<file path="src/rtl/fault_injection_module.sv">
// fault_injection_module
//   Fault-injection wrapper around the cone y = (a & b) | (e & ~f).
//   One net can be stuck-at-0/1, slow-to-rise or slow-to-fall.
//   The registered output y has a latency of one cycle.
//   Optional feature macro: INJ_GOLDEN_OUT_EN. It adds the y_golden and mismatch outputs.
module fault_injection_module #(
  parameter logic RESET_Y = 1'b0
) (
  input  logic       clk,
  input  logic       rst_n,
  input  logic       a,
  input  logic       b,
  input  logic       e,
  input  logic       f,
  input  logic       fault_en,
  input  logic [2:0] fault_site,
  input  logic [1:0] fault_type,
`ifdef INJ_GOLDEN_OUT_EN
  output logic       y_golden,
  output logic       mismatch,
`endif
  output logic       y
);

  typedef enum logic [1:0] {
    FT_SA0 = 2'd0,
    FT_SA1 = 2'd1,
    FT_STR = 2'd2,
    FT_STF = 2'd3
  } fault_type_e;

  // Bit order of the net vectors: {y_pre, n2, n1, f, e, b, a}.
  // This order matches the fault_site encoding 0..6.
  localparam int NET_A  = 0;
  localparam int NET_B  = 1;
  localparam int NET_E  = 2;
  localparam int NET_F  = 3;
  localparam int NET_N1 = 4;
  localparam int NET_N2 = 5;
  localparam int NET_Y  = 6;

  // Compute the value that a selected net reads under the given fault.
  // The transition faults compare against the fault-free value of the last cycle.
  function automatic logic inject(input logic val, input logic prev, input fault_type_e ft);
    logic r;
    r = val;
    case (ft)
      FT_SA0:  r = 1'b0;
      FT_SA1:  r = 1'b1;
      FT_STR:  r = (val && !prev) ? 1'b0 : val;
      FT_STF:  r = (!val && prev) ? 1'b1 : val;
      default: r = val;
    endcase
    return r;
  endfunction

  logic [6:0]  sel_p0;
  logic [6:0]  gold_p0;
  logic [6:0]  flt_p0;
  logic [6:0]  prev_p1;
  fault_type_e ft_p0;

  // The select is one-hot when the fault is enabled.
  // Site 7 shifts out of the 7-bit vector, so it selects no net.
  assign sel_p0 = fault_en ? 7'(8'd1 << fault_site) : 7'd0;
  assign ft_p0  = fault_type_e'(fault_type);

  // Compute the fault-free cone and the faulty cone.
  // The faulty cone uses overridden upstream nets, so a fault propagates downstream.
  always_comb begin
    gold_p0 = '0;
    flt_p0  = '0;

    gold_p0[NET_A]  = a;
    gold_p0[NET_B]  = b;
    gold_p0[NET_E]  = e;
    gold_p0[NET_F]  = f;
    gold_p0[NET_N1] = a & b;
    gold_p0[NET_N2] = e & ~f;
    gold_p0[NET_Y]  = gold_p0[NET_N1] | gold_p0[NET_N2];

    flt_p0[NET_A] = sel_p0[NET_A] ? inject(a, prev_p1[NET_A], ft_p0) : a;
    flt_p0[NET_B] = sel_p0[NET_B] ? inject(b, prev_p1[NET_B], ft_p0) : b;
    flt_p0[NET_E] = sel_p0[NET_E] ? inject(e, prev_p1[NET_E], ft_p0) : e;
    flt_p0[NET_F] = sel_p0[NET_F] ? inject(f, prev_p1[NET_F], ft_p0) : f;

    flt_p0[NET_N1] = flt_p0[NET_A] & flt_p0[NET_B];
    if (sel_p0[NET_N1])
      flt_p0[NET_N1] = inject(flt_p0[NET_N1], prev_p1[NET_N1], ft_p0);

    flt_p0[NET_N2] = flt_p0[NET_E] & ~flt_p0[NET_F];
    if (sel_p0[NET_N2])
      flt_p0[NET_N2] = inject(flt_p0[NET_N2], prev_p1[NET_N2], ft_p0);

    flt_p0[NET_Y] = flt_p0[NET_N1] | flt_p0[NET_N2];
    if (sel_p0[NET_Y])
      flt_p0[NET_Y] = inject(flt_p0[NET_Y], prev_p1[NET_Y], ft_p0);
  end

  // ---- stage p0 -> p1 boundary ----
  // Register the response and the fault-free history.
  // Reset clears the history, so a net at 1 right after reset reads as rising.
  always_ff @(posedge clk) begin
    if (!rst_n) begin
      y       <= RESET_Y;
      prev_p1 <= '0;
    end else begin
      y       <= flt_p0[NET_Y];
      prev_p1 <= gold_p0;
    end
  end

`ifdef INJ_GOLDEN_OUT_EN
  // Register the fault-free response and the faulty-versus-golden difference.
  always_ff @(posedge clk) begin
    if (!rst_n) begin
      y_golden <= RESET_Y;
      mismatch <= 1'b0;
    end else begin
      y_golden <= gold_p0[NET_Y];
      mismatch <= flt_p0[NET_Y] ^ gold_p0[NET_Y];
    end
  end
`endif

endmodule

</file>
<file path="config.mk">
export PLATFORM = sky130hd
export DESIGN_NAME = fault_injection_module
export DESIGN_NICKNAME = d
export VERILOG_FILES = /design/src/rtl/fault_injection_module.sv
export SDC_FILE = /design/constraint.sdc
export NUM_CORES = 1
export LEC_CHECK = 0
export CORE_AREA = 10 10 47 49
export CTS_BUF_LIST = sky130_fd_sc_hd__clkbuf_16
export DETAILED_ROUTE_END_ITERATION = 8
export DIE_AREA = 0 0 57 59
export GPL_TIMING_DRIVEN = 0
export PLACE_DENSITY = 0.68
export REMOVE_ABC_BUFFERS = 1
export SYNTH_ARGS = -nofsm -noshare
export SYNTH_HDL_FRONTEND = slang
export SYNTH_SLANG_ARGS = --single-unit
export TNS_END_PERCENT = 20
</file>
<file path="constraint.sdc">
create_clock -name clk -period 3.8 [get_ports clk]
set_input_delay 0.76 -clock clk [delete_from_list [all_inputs] [get_ports clk]]
set_output_delay 0.76 -clock clk [all_outputs]
set_load 0.1 [all_outputs]
</file>
==> metrics.md <==
| Metric | Value |
|---|---|
| Outcome | completed |
| Largest net degree at the start of global routing | 14 |
| Largest family of logic cells by synthesized area | simple AND/OR/NAND/NOR gates |
| Worst slew margin | 35.5% |
| Clock-pin slew on the worst setup and hold paths | roughly 0.040 ns |
| Drc violations | 0 |
| Grt ovf | 0 |
| Antenna violations before repair | 0 |
| CP Class | input port to flip-flop |
| Layout Nets | just over 90 |
| Hold Violations, Final | 0 |
| DR pass1 iterations | 4 |
| CTS tree | yes |
| Synth Area in Compound Gates | approximately 27% |
| Die area | around 3400 um2 |
| Drt total wl | 1280 um |
| Io pins | 13 |
| Peak VDD IR | around 0.0003 V |
| Crit start category | input port |
| Site Rows | 14 |
| Placed cells | 91 |
| Min Tclk post-route | 2.56 ns |
| # port buffers | 12 |
| Maxcap violations | 0 |
| Fraction of the mapped netlist area in adder cells | 0% |
| Initial Utilization | between 30% and 40% |
| Setup TNS | 0 ns |
| Area grow syn2layout | 36.5% |
| Initial DRC count | 13 |
| Asr flop ratio synth | 0% |
| Clock Path Buffers | 2 |
| Die Span Y | just under 60 um |
| Leak | approximately 0.30 nW |
| Multiplexer share of the synthesized area | ~1.8% |
| Hold/Removal Path Class | flip-flop to flip-flop |
| Register area share after synthesis | between 20 and 30% |
| # Post-CTS Setup Buffers | 0 |
| RSZ-0062 raised after global routing | false |
| Synth top area cells | dfxtp_1, a2111oi_2, a21oi_1, inv_1, nor2_1 |
| Final Total Pwr | between 0.3 and 0.4 mW |
| Psw | 0.0726 mW |
| CP endpoint kind | flip-flop |
| Flops & latches, synth | 8 |
| Final non-filler cell total | 94 |
| Routed Antenna Nets | 0 |
| DR vias/cell | ~5.3 |
| Clock Power Share | a little over half |
| Share of the core filled with cells | 52.8% |
| CP Data Arrival Time | 2.67 ns |
| Die extent in x | 57 um |
| Placed inst area | between 600 and 700 um2 |
| HPWL after DPL | between 900 and 1000 um |
| Final instance area | between 700 and 800 um2 |
| Total track usage | 8.44% |
| Placer Congestion | 0.829 |
| Post-Syn Area | around 540 um2 |
| Core Area | 1400 um2 |
| Layout cell share with drive strength beyond 1 | about an eighth |
| Period utilization | 67.4% |
| FILL cells | 145 |
| Power per Cell Area | approximately 440 nW/um2 |
| FF-to-FF setup slack | around 2.2 ns |
| Root Driver | clkbuf_16 |
| Xor and xnor fraction of the mapped netlist area | 0% |
| Cts hold-fix bufs | 0 |
| Vias | 494 |
| Slew Limit Fails | 0 |
| H-tree levels | 1 |
| Area leader, netlist | dfxtp_1 |
| Inserted Diodes | 0 |
| Resized Gates After CTS | 0 |
| CTS Buf Count | 3 |
| Post-synth cell types | 31 |
| Post-synth EDFFs | 0 |
| Post-Syn Instances | 66 |
| Synth Area in Simple Gates | 33.9% |
| Fmax | 0.391 GHz |
| Least-Margin Pin Slew | approximately 0.96 ns |
| Avg Inst Size Synth | 8.21 um2 |
| Flop pwr share | 28.2% |
| Vias in the first global route | approximately 490 |
| WL/cell | about 14 um |
| CP max FO | 11 |
| Data required, critical path | just under 4 ns |
| Clk_lat worst skew | 0.23 ns |
| CTS sink count | 8 |
| Predominant post-synthesis flop cell | dfxtp_1 |
| Synth Warn # | 0 |
| Skew final | 0.00161 ns |
| # setup viols final | 0 |
| First-pass GRT wire length | around 2200 um |
| Switching Share | a little under a quarter |
| Top cell type's share of synthesized area | between 20% and 30% |
| Cell internal pwr | roughly 0.25 mW |
| Comb pwr share | between 10% and 20% |
-- final cells by class --
type                    count  area, um2  area share (%)
repair buffers             12        120            16.2
multi-input cells          49        342            46.2
inverters                   6       22.5            3.05
clock buffers               3       75.1            10.2
flip-flops and latches      8        160            21.7
well taps                  16       20.0            2.71
-- worst paths after layout --
kind / start / endpoint / cells after the start
min: prev_p1[6]$_SDFF_PN0_ / y$_SDFF_PN0_ / 2
min reg2reg: prev_p1[6]$_SDFF_PN0_ / y$_SDFF_PN0_ / 2
max: fault_type[0] / y$_SDFF_PN0_ / 7
max reg2reg: prev_p1[3]$_SDFF_PN0_ / y$_SDFF_PN0_ / 6
-- layout by cell type (no fill, tap or decap) --
cell type        count
nor2b_1              3
clkbuf_16            3
and2_1               2
a2111oi_2            2
nand2_1              4
o22ai_1              1
nand3_1              2
nor3_1               2
o21ai_0              3
and3_1               1
nand4_1              1
o21ai_1              1
o311a_1              1
nand3b_4             1
nand4b_1             1
mux2i_1              1
nand2b_1             1
a21oi_1              5
a31oi_1              2
nor2_1               6
a211oi_4             1
or3b_1               1
or2_2                1
dfxtp_1              8
and2b_2              1
nor4b_2              1
clkdlybuf4s50_1     12
a211oi_1             2
o41ai_1              1
and3b_1              1
inv_1                6
-- registers in the layout, summed over array words and instances (netlist names) --
register,cells
prev_p1,7
y,1
-- worst max-delay path, stage by stage --
cell and delay, ns:
clkdlybuf4s50_1 0.71, inv_1 0.17, o311a_1 0.37, nor3_1 0.20, o21ai_1 0.10, a211oi_1 0.28, a2111oi_2 0.07
-- kinds of logic (layout without fill, tap and decap cells) --
kind of cell	after synthesis	after routing
AND/OR/NAND/NOR	29	29
AO/OA/AOI/OAI	19	19
buffers and inverters	9	21
flip-flops	8	8
multiplexers	1	1
-- synth_stat cells, drive strengths merged (2+ instances only) --
library cell,number
a2111oi,2
a211oi,3
a21oi,5
a31oi,2
and2,2
buf,3
dfxtp,8
inv,6
nand2,4
nand3,2
nor2,6
nor2b,3
nor3,2
o21ai,4
-- metrics by stage --
| stage | setup slack (ns) | hold slack [ns] |
|---|---|---|
| after floorplan | 1.86 | 0.668 |
| after global placement | 1.03 | 0.690 |
| after detailed placement | 1.03 | 0.702 |
| after CTS | 1.28 | 0.707 |
| after global routing | 1.13 | 0.776 |
| final | 1.24 | 0.702 |
-- per-layer routing --
metal  global-route usage (%)  up-vias  part of all wire, %
met5                        0        -                    0
met4                     8.05        0                  3.7
met1                     8.95      217                   43
li1                         -      264                    -
met2                     11.9        8                   47
met3                     4.08        5                  5.7
-- power by group through the flow --
| stage | Combinational [mW] | Clock, mW | Sequential (mW) |
|---|---|---|---|
| final | 0.0545 | 0.177 | 0.0908 |
| after global routing | 0.0604 | 0.185 | 0.0914 |
| after CTS | 0.0544 | 0.182 | 0.0908 |
| after detailed placement | 0.0543 | 0 | 0.0920 |
| after global placement | 0.0539 | 0 | 0.0921 |
| after floorplan | 0.0232 | 0 | 0.0977 |
No activity file was read; power rests on OpenSTA's default activity.
